<file path="config.mk">
export PLATFORM = sky130hd
export DESIGN_NAME = ex_stage
export DESIGN_NICKNAME = d
export VERILOG_FILES = /design/src/rtl/ex_stage.sv
export SDC_FILE = /design/constraint.sdc
export NUM_CORES = 2
export LEC_CHECK = 0
export ABC_AREA = 1
export CAP_MARGIN = 0
export CELL_PAD_IN_SITES_DETAIL_PLACEMENT = 2
export CELL_PAD_IN_SITES_GLOBAL_PLACEMENT = 2
export CORE_MARGIN = 10
export CORE_UTILIZATION = 38
export DETAILED_ROUTE_END_ITERATION = 10
export PLACE_DENSITY = 0.94
export SLEW_MARGIN = 20
export SYNTH_ARGS = -nofsm -noshare
export SYNTH_HDL_FRONTEND = slang
export SYNTH_SLANG_ARGS = --single-unit
export TNS_END_PERCENT = 100
</file>
<file path="constraint.sdc">
create_clock -name clk -period 1.1 [get_ports clk]
set_input_delay 0.165 -clock clk [delete_from_list [all_inputs] [get_ports clk]]
set_output_delay 0.165 -clock clk [all_outputs]
set_load 0.01 [all_outputs]
</file>
<file path="src/rtl/ex_stage.sv">
// rtl/ex_stage.sv - MIPS execute stage: ALU, branch flags/targets, HI/LO with multiplier
// and, when EX_DIVIDER_EN is defined, an iterative restoring divider that stalls the front end.
module ex_stage #(
    parameter int DIV_CYCLES = 32
) (
    input  logic        clk,
    input  logic        rst_n,
    input  logic        flush,
    input  logic [31:0] id_ex_reg_a_data,
    input  logic [31:0] id_ex_reg_b_data,
    input  logic [31:0] id_ex_imm,
    input  logic [4:0]  id_ex_shamt,
    input  logic [31:0] id_ex_pc_plus4,
    input  logic [25:0] id_ex_instr_index,
    input  logic [4:0]  id_ex_rd,
    input  logic [3:0]  id_ex_ctrl_alu_op,
    input  logic        id_ex_ctrl_alu_src,
    input  logic        id_ex_ctrl_shift_var,
    input  logic [2:0]  id_ex_ctrl_md_op,
    input  logic        id_ex_ctrl_branch,
    input  logic        id_ex_ctrl_jump,
    input  logic        id_ex_ctrl_jump_reg,
    input  logic        id_ex_ctrl_mem_to_reg,
    input  logic        id_ex_ctrl_mem_write,
    input  logic        id_ex_ctrl_reg_write,
    input  logic [2:0]  id_ex_ctrl_branch_type,
    input  logic [2:0]  id_ex_ctrl_load_type,
    input  logic [1:0]  id_ex_ctrl_store_type,
    output logic        ex_stall,
    output logic [31:0] ex_mem_alu_out,
    output logic        ex_mem_alu_beq_sig,
    output logic        ex_mem_alu_bne_sig,
    output logic        ex_mem_alu_bgez_sig,
    output logic        ex_mem_alu_bgtz_sig,
    output logic        ex_mem_alu_blez_sig,
    output logic        ex_mem_alu_bltz_sig,
    output logic [31:0] ex_mem_pc_branch,
    output logic [31:0] ex_mem_pc_jump,
    output logic [31:0] ex_mem_reg_b_data,
    output logic [4:0]  ex_mem_rd,
    output logic        ex_mem_ctrl_branch,
    output logic        ex_mem_ctrl_jump,
    output logic        ex_mem_ctrl_jump_reg,
    output logic        ex_mem_ctrl_mem_to_reg,
    output logic        ex_mem_ctrl_mem_write,
    output logic        ex_mem_ctrl_reg_write,
    output logic [2:0]  ex_mem_ctrl_branch_type,
    output logic [2:0]  ex_mem_ctrl_load_type,
    output logic [1:0]  ex_mem_ctrl_store_type
);
    localparam logic [2:0] MD_MULT  = 3'd1;
    localparam logic [2:0] MD_MULTU = 3'd2;
    localparam logic [2:0] MD_DIV   = 3'd3;
    localparam logic [2:0] MD_DIVU  = 3'd4;
    localparam logic [2:0] MD_MFHI  = 3'd5;
    localparam logic [2:0] MD_MFLO  = 3'd6;

    logic [31:0] reg_a, reg_b, op_b, alu_res, result;
    logic [4:0]  shift_amt;
    logic [5:0]  flags;
    logic [31:0] pc_branch, pc_jump;
    logic [63:0] mul_a, mul_b, product;
    logic        is_mult, bubble, div_write;
    logic [31:0] div_hi, div_lo;
    logic [13:0] ctrl_in;

    logic [31:0] hi_q, hi_d, lo_q, lo_d;
    logic [31:0] alu_out_q, alu_out_d, pc_branch_q, pc_branch_d, pc_jump_q, pc_jump_d;
    logic [31:0] reg_b_q, reg_b_d;
    logic [5:0]  flags_q, flags_d;
    logic [4:0]  rd_q, rd_d;
    logic [13:0] ctrl_q, ctrl_d;

    always_comb begin
        reg_a     = id_ex_reg_a_data;
        reg_b     = id_ex_reg_b_data;
        op_b      = id_ex_ctrl_alu_src ? id_ex_imm : reg_b;
        shift_amt = id_ex_ctrl_shift_var ? reg_a[4:0] : id_ex_shamt;
        case (id_ex_ctrl_alu_op)
            4'd0:    alu_res = reg_a + op_b;
            4'd1:    alu_res = reg_a - op_b;
            4'd2:    alu_res = reg_a & op_b;
            4'd3:    alu_res = reg_a | op_b;
            4'd4:    alu_res = reg_a ^ op_b;
            4'd5:    alu_res = ~(reg_a | op_b);
            4'd6:    alu_res = {31'd0, $signed(reg_a) < $signed(op_b)};
            4'd7:    alu_res = {31'd0, reg_a < op_b};
            4'd8:    alu_res = op_b << shift_amt;
            4'd9:    alu_res = op_b >> shift_amt;
            4'd10:   alu_res = $unsigned($signed(op_b) >>> shift_amt);
            4'd11:   alu_res = {id_ex_imm[15:0], 16'h0000};
            4'd12:   alu_res = id_ex_pc_plus4;
            default: alu_res = 32'd0;
        endcase
        case (id_ex_ctrl_md_op)
            MD_MFHI: result = hi_q;
            MD_MFLO: result = lo_q;
            default: result = alu_res;
        endcase
        // Branch flags always compare the register operands, never the immediate.
        flags = {reg_a == reg_b, reg_a != reg_b, !reg_a[31], !reg_a[31] && (reg_a != 32'd0),
                 reg_a[31] || (reg_a == 32'd0), reg_a[31]};
        pc_branch = id_ex_pc_plus4 + {id_ex_imm[29:0], 2'b00};
        pc_jump   = id_ex_ctrl_jump_reg ? reg_a
                                        : {id_ex_pc_plus4[31:28], id_ex_instr_index, 2'b00};
        is_mult = (id_ex_ctrl_md_op == MD_MULT) || (id_ex_ctrl_md_op == MD_MULTU);
        mul_a   = (id_ex_ctrl_md_op == MD_MULT) ? {{32{reg_a[31]}}, reg_a} : {32'd0, reg_a};
        mul_b   = (id_ex_ctrl_md_op == MD_MULT) ? {{32{reg_b[31]}}, reg_b} : {32'd0, reg_b};
        product = mul_a * mul_b;
        ctrl_in = {id_ex_ctrl_branch, id_ex_ctrl_jump, id_ex_ctrl_jump_reg, id_ex_ctrl_mem_to_reg,
                   id_ex_ctrl_mem_write, id_ex_ctrl_reg_write, id_ex_ctrl_branch_type,
                   id_ex_ctrl_load_type, id_ex_ctrl_store_type};
    end

`ifdef EX_DIVIDER_EN
    typedef enum logic [1:0] {DIV_IDLE, DIV_BUSY, DIV_DONE} div_state_e;
    localparam int CNT_W = $clog2(DIV_CYCLES) + 1;

    div_state_e       div_state_q, div_state_d;
    logic [CNT_W-1:0] div_cnt_q, div_cnt_d;
    logic [31:0]      div_rem_q, div_rem_d, div_quo_q, div_quo_d;
    logic [31:0]      div_dvs_q, div_dvs_d, div_raw_q, div_raw_d;
    logic             div_qneg_q, div_qneg_d, div_rneg_q, div_rneg_d, div_zero_q, div_zero_d;
    logic             is_div, div_signed;
    logic [32:0]      rem_shift, rem_diff;

    always_comb begin
        is_div      = (id_ex_ctrl_md_op == MD_DIV) || (id_ex_ctrl_md_op == MD_DIVU);
        div_signed  = (id_ex_ctrl_md_op == MD_DIV);
        div_state_d = div_state_q;
        div_cnt_d   = div_cnt_q;
        div_rem_d   = div_rem_q;
        div_quo_d   = div_quo_q;
        div_dvs_d   = div_dvs_q;
        div_raw_d   = div_raw_q;
        div_qneg_d  = div_qneg_q;
        div_rneg_d  = div_rneg_q;
        div_zero_d  = div_zero_q;
        rem_shift   = {div_rem_q, div_quo_q[31]};
        rem_diff    = rem_shift - {1'b0, div_dvs_q};
        div_lo = div_zero_q ? 32'hFFFF_FFFF : (div_qneg_q ? -div_quo_q : div_quo_q);
        div_hi = div_zero_q ? div_raw_q : (div_rneg_q ? -div_rem_q : div_rem_q);
        case (div_state_q)
            DIV_IDLE: begin
                if (is_div && !flush) begin
                    div_state_d = DIV_BUSY;
                    div_cnt_d   = '0;
                    div_rem_d   = 32'd0;
                    div_quo_d   = (div_signed && reg_a[31]) ? -reg_a : reg_a;
                    div_dvs_d   = (div_signed && reg_b[31]) ? -reg_b : reg_b;
                    div_raw_d   = reg_a;
                    div_qneg_d  = div_signed && (reg_a[31] ^ reg_b[31]);
                    div_rneg_d  = div_signed && reg_a[31];
                    div_zero_d  = (reg_b == 32'd0);
                end
            end
            DIV_BUSY: begin
                if (flush) begin
                    div_state_d = DIV_IDLE;
                end else begin
                    // Restoring step: dividend bits shift into the remainder as quotient bits fill in.
                    if (!rem_diff[32]) begin
                        div_rem_d = rem_diff[31:0];
                        div_quo_d = {div_quo_q[30:0], 1'b1};
                    end else begin
                        div_rem_d = rem_shift[31:0];
                        div_quo_d = {div_quo_q[30:0], 1'b0};
                    end
                    div_cnt_d = div_cnt_q + CNT_W'(1);
                    if (div_cnt_q == CNT_W'(DIV_CYCLES - 1)) div_state_d = DIV_DONE;
                end
            end
            default: div_state_d = DIV_IDLE;
        endcase
    end

    assign div_write = (div_state_q == DIV_DONE);
    assign ex_stall  = rst_n && (((div_state_q == DIV_IDLE) && is_div && !flush) ||
                                 (div_state_q == DIV_BUSY));

    always_ff @(posedge clk or negedge rst_n) begin
        if (!rst_n) begin
            div_state_q <= DIV_IDLE;
            div_cnt_q   <= '0;
            div_rem_q   <= 32'd0;
            div_quo_q   <= 32'd0;
            div_dvs_q   <= 32'd0;
            div_raw_q   <= 32'd0;
            div_qneg_q  <= 1'b0;
            div_rneg_q  <= 1'b0;
            div_zero_q  <= 1'b0;
        end else begin
            div_state_q <= div_state_d;
            div_cnt_q   <= div_cnt_d;
            div_rem_q   <= div_rem_d;
            div_quo_q   <= div_quo_d;
            div_dvs_q   <= div_dvs_d;
            div_raw_q   <= div_raw_d;
            div_qneg_q  <= div_qneg_d;
            div_rneg_q  <= div_rneg_d;
            div_zero_q  <= div_zero_d;
        end
    end
`else
    assign div_write = 1'b0;
    assign div_hi    = 32'd0;
    assign div_lo    = 32'd0;
    assign ex_stall  = 1'b0;
`endif

    always_comb begin
        hi_d = hi_q;
        lo_d = lo_q;
        if (is_mult && !flush && !ex_stall) {hi_d, lo_d} = product;
        // DONE writes even under flush: the divide has already left for MEM.
        if (div_write) {hi_d, lo_d} = {div_hi, div_lo};
        bubble      = flush || ex_stall;
        alu_out_d   = result;
        flags_d     = flags;
        pc_branch_d = pc_branch;
        pc_jump_d   = pc_jump;
        reg_b_d     = reg_b;
        rd_d        = id_ex_rd;
        ctrl_d      = bubble ? 14'd0 : ctrl_in;
    end

    always_ff @(posedge clk or negedge rst_n) begin
        if (!rst_n) begin
            hi_q        <= 32'd0;
            lo_q        <= 32'd0;
            alu_out_q   <= 32'd0;
            flags_q     <= 6'd0;
            pc_branch_q <= 32'd0;
            pc_jump_q   <= 32'd0;
            reg_b_q     <= 32'd0;
            rd_q        <= 5'd0;
            ctrl_q      <= 14'd0;
        end else begin
            hi_q        <= hi_d;
            lo_q        <= lo_d;
            alu_out_q   <= alu_out_d;
            flags_q     <= flags_d;
            pc_branch_q <= pc_branch_d;
            pc_jump_q   <= pc_jump_d;
            reg_b_q     <= reg_b_d;
            rd_q        <= rd_d;
            ctrl_q      <= ctrl_d;
        end
    end

    assign ex_mem_alu_out    = alu_out_q;
    assign ex_mem_pc_branch  = pc_branch_q;
    assign ex_mem_pc_jump    = pc_jump_q;
    assign ex_mem_reg_b_data = reg_b_q;
    assign ex_mem_rd         = rd_q;
    assign {ex_mem_alu_beq_sig, ex_mem_alu_bne_sig, ex_mem_alu_bgez_sig, ex_mem_alu_bgtz_sig,
            ex_mem_alu_blez_sig, ex_mem_alu_bltz_sig} = flags_q;
    assign {ex_mem_ctrl_branch, ex_mem_ctrl_jump, ex_mem_ctrl_jump_reg, ex_mem_ctrl_mem_to_reg,
            ex_mem_ctrl_mem_write, ex_mem_ctrl_reg_write, ex_mem_ctrl_branch_type,
            ex_mem_ctrl_load_type, ex_mem_ctrl_store_type} = ctrl_q;
endmodule
</file>
==> results of run 1 <==
through the flow:
step	instance area (sq um)	hold slack, ns
floorplan	73180	-0.1306
global placement	90650	0.06831
cells by family after synthesis:
family	count (synthesis)
AO/OA/AOI/OAI	787
XOR/XNOR	76
adder cells (fa/ha/maj)	1891
buffers and inverters	2811
flip-flops	217
multiplexers	2
other	1
AND/OR/NAND/NOR	3230
==> flow_metrics.env, run 1 <==
export IMPL_status="aborted with a tool error"
export IMPL_stop_stage="3_5_place_dp"
export IMPL_error_line="[ERROR DPL-0033] detailed placement checks failed during check placement."
export IMPL_io_pins=344
export IMPL_yosysMostFrequentCell="inv_1"
export IMPL_synth_seq_cells=217
export IMPL_ys_warn_count=0
export IMPL_synth_xor_area_frac=0.009663
export IMPL_synth_edf_count=0
export IMPL_synth_area_mux_share=0.0002906
export IMPL_async_flop_share=1.000
export IMPL_ys_top_cells_by_area="fa_1 41%, inv_1 13%, nand2_1 12%, ha_1 8.5%, dfrtp_1 7.9%"
export IMPL_synthAdderAreaFrac=0.4983
export IMPL_synth_top_cell_area_share=0.4130
export IMPL_synth_top_family_by_area="adder cells"
export IMPL_rows=156
export IMPL_io_buffers=342
export IMPL_dpl_hpwl_microns=724600
export IMPL_synth_area_per_cell_sq_um=7.641
export IMPL_globalplace_congestion=1.091
export IMPL_synth_area_sq_um=68880
export IMPL_synth_net_count=11100
export IMPL_ys_types=62
export IMPL_fp_dieW_microns=445.8
export IMPL_ys_dominant_reg_cell="dfrtp_1"
export IMPL_start_util=0.3815
export IMPL_synth_simple_area_share=0.1897
export IMPL_synth_compound_area_frac=0.06706
export IMPL_yosysSeqAreaShare=0.07883
export IMPL_synthCells=9015
export IMPL_yosys_area_top_type="fa_1"
export IMPL_die_h_microns=445.8
export IMPL_synth_common_cells="2436 x inv_1, 2232 x nand2_1, 1421 x fa_1"
==> run 2, diff against run 1 <==
--- a/config.mk
+++ b/config.mk
@@ -7,12 +7,10 @@
 export LEC_CHECK = 0
 export ABC_AREA = 1
 export CAP_MARGIN = 0
-export CELL_PAD_IN_SITES_DETAIL_PLACEMENT = 2
-export CELL_PAD_IN_SITES_GLOBAL_PLACEMENT = 2
 export CORE_MARGIN = 10
-export CORE_UTILIZATION = 38
+export CORE_UTILIZATION = 30
 export DETAILED_ROUTE_END_ITERATION = 10
-export PLACE_DENSITY = 0.94
+export PLACE_DENSITY_LB_ADDON = 0.15
 export SLEW_MARGIN = 20
 export SYNTH_ARGS = -nofsm -noshare
 export SYNTH_HDL_FRONTEND = slang
==> run 2 against run 1 <==
The flow now finishes, with violations (negative setup slack). Synthesized cell count is the same. Synthesized area is the same.
==> flow_metrics.env, run 2 <==
export IMPL_drt_iter0_markers=4565
export IMPL_crit_slowest_cell="fa_1"
export IMPL_cts_htree_levels=1
export IMPL_synth_net_count=11100
export IMPL_clk_latency_ns=0.63
export IMPL_postLayoutCellArea_sq_um=101200
export IMPL_setup_viol=284
export IMPL_fp_dieW_microns=499.2
export IMPL_path_clk_slew_ns=0.06
export IMPL_grt_max_degree=59
export IMPL_layout_drive_gt1_share=0.3239
export IMPL_track_usage=0.2853
export IMPL_required_ns=1.65
export IMPL_coreArea_sq_um=227900
export IMPL_grt_ovfl_total=0
export IMPL_crit_type="input pin to flip-flop"
export IMPL_end_kind="flip-flop"
export IMPL_wl_microns=364000
export IMPL_status="finished, violations left"
export IMPL_async_flop_share=1.000
export IMPL_mostFrequentLayoutCells="2157 x inv_1, 2041 x nand2_1, 1826 x buf_4, 1250 x fa_1, 328 x ha_1"
export IMPL_globalplace_congestion=0.9711
export IMPL_maxCapViolCount=0
export IMPL_synth_top_cell_area_share=0.4130
export IMPL_grt_pass1_vias=72870
export IMPL_die_h_microns=499.2
export IMPL_drv_slew=0
export IMPL_max_stage_delay_ns=0.56
export IMPL_worstHoldStart="id_ex_ctrl_load_type[0]"
export IMPL_violations="negative setup slack"
export IMPL_r2r_start="hi_q[20]"
export IMPL_io_buffers=342
export IMPL_tightest_slew_ns=1.046
export IMPL_ys_dominant_reg_cell="dfrtp_1"
export IMPL_fin_util=0.4441
export IMPL_vias=67610
export IMPL_rsz0062_at_grt="yes"
export IMPL_synth_area_sq_um=68880
export IMPL_synth_common_cells="2436 x inv_1, 2232 x nand2_1, 1421 x fa_1"
export IMPL_antenna_left=0
export IMPL_synthCells=9015
export IMPL_pre_cts_slack_ns=-8.161
export IMPL_ys_warn_count=0
export IMPL_ys_types=62
export IMPL_setup_slack_ns=-6.739
export IMPL_fin_worst_skew_ns=0.009572
export IMPL_drc=0
export IMPL_synth_edf_count=0
export IMPL_io_pins=344
export IMPL_hold_path_class="input pin to flip-flop"
export IMPL_final_common_cell="inv_1"
export IMPL_grt_antenna_before_repair=29
export IMPL_cts_buffer_depth=3
export IMPL_yosysMostFrequentCell="inv_1"
export IMPL_yosys_area_top_type="fa_1"
export IMPL_ys_top_cells_by_area="fa_1 41%, inv_1 13%, nand2_1 12%, ha_1 8.5%, dfrtp_1 7.9%"
export IMPL_cts_sinks=217
export IMPL_wl_per_cell_microns=25.57
export IMPL_synth_seq_cells=217
export IMPL_fmax_mhz=127.6
export IMPL_grt_pass1_wl_microns=517700
export IMPL_dieArea_sq_um=249200
export IMPL_path_common_cell="fa_1"
export IMPL_syn_to_final_growth_pct=46.97
export IMPL_cts_root_buf="clkbuf_16"
export IMPL_finalHoldViolations=0
export IMPL_synth_area_per_cell_sq_um=7.641
export IMPL_via_per_inst=4.749
export IMPL_place_area_sq_um=93540
export IMPL_dpl_hpwl_microns=319800
export IMPL_nets=13280
export IMPL_fin_crit_sh=7.126
export IMPL_relSlewSlack=0.2998
export IMPL_start_kind="input pin"
export IMPL_cts_tree="built"
export IMPL_fin_crit_ns=7.839
export IMPL_arrival_ns=8.39
export IMPL_fill_cells=22920
export IMPL_rows=175
export IMPL_yosysSeqAreaShare=0.07883
export IMPL_numCtsBuffers=26
export IMPL_dr_pass1_iters=6
export IMPL_path_max_fanout=7
export IMPL_startpoint="id_ex_ctrl_md_op[0]"
export IMPL_start_util=0.3022
## run 2: cell counts after synthesis
Identical to the previous run, type by type.
## run 2: final timing paths
| path | slack, ns | to | cells after the start |
|---|---|---|---|
| worst min register to register | 0.48 | lo_q[30] | 2 |
| worst max register to register | -0.14 | ex_mem_alu_out[20] | 3 |
| worst min-delay path | 0.05 | ctrl_q[2] | 3 |
| max in group asynchronous | 0.06 | ex_mem_pc_branch[5] | 3 |
| min in group asynchronous | 0.23 | hi_q[6] | 3 |
| worst max-delay path | -6.74 | hi_q[30] | 36 |
## run 2: area by class of cell
| type | count | area (sq um) | share of cell area |
|---|---|---|---|
| Multi-Input combinational cell | 5987 | 58920 | 0.5820 |
| Timing Repair Buffer | 2517 | 22980 | 0.2270 |
| Inverter | 2448 | 9255 | 0.09142 |
| Sequential cell | 217 | 5430 | 0.05364 |
| Tap cell | 3009 | 3765 | 0.03719 |
| Clock buffer | 30 | 675.6 | 0.006674 |
| Clock inverter | 17 | 186.4 | 0.001842 |
| Antenna cell | 11 | 27.53 | 0.0002719 |
## run 2: repair_timing
action | CTS | global route
endpoints found under the hold margin | 224 | 1
setup endpoints to repair | 284 | 284
hold buffers | 10 | 1
setup buffers | 127 | 89
pin swaps | 352 | 368
gates cloned | 16 | 2
resized for setup | 801 | 568
## run 2: through the flow
stage / TNS [ns] / cells / hold slack [ns]
2_1_floorplan: -377.97 / 9015 / -0.1306
3_3_place_gp: -571.24 / 13950 / 0.06085
3_5_place_dp: -571.87 / 13950 / 0.05514
4_1_cts: -521.93 / 14140 / 0.001469
5_1_grt: -540.39 / 14230 / 0.02890
6_report: -515.13 / 14240 / 0.04708
## run 2: critical path: cells and delay by family
| kind | cells | cell delay [ns] |
|---|---|---|
| AOI/OAI and AO/OA | 1 | 0.13 |
| adders and majority gates | 11 | 5.38 |
| buffers and inverters | 14 | 1.42 |
| and+or+nand+nor | 10 | 1.25 |
## run 2: layer usage
metal	wire, microns	GRT usage	vias to the layer above
met5	128	0	-
met2	175000	0.4960	2120
met1	147200	0.3516	34090
met3	19800	0.03481	558
met4	21790	0.1336	20
li1	-	-	30820
## run 2: logic make-up (layout without fill, tap and decap cells)
logic type,count (synthesis),after routing,synth area share
buffers and inverters,2811,5012,0.1561
AND/OR/NAND/NOR,3230,3230,0.1897
adder cells (fa/ha/maj),1891,1891,0.4983
multiplexers,2,2,0.0002906
other,1,12,0.00005444
XOR/XNOR,76,76,0.009663
flip-flops,217,217,0.07883
AO/OA/AOI/OAI,787,787,0.06706
Power of run 2 is not shown: default switching activity piles up to over one toggle a cycle in this logic, so the estimate is an artifact.
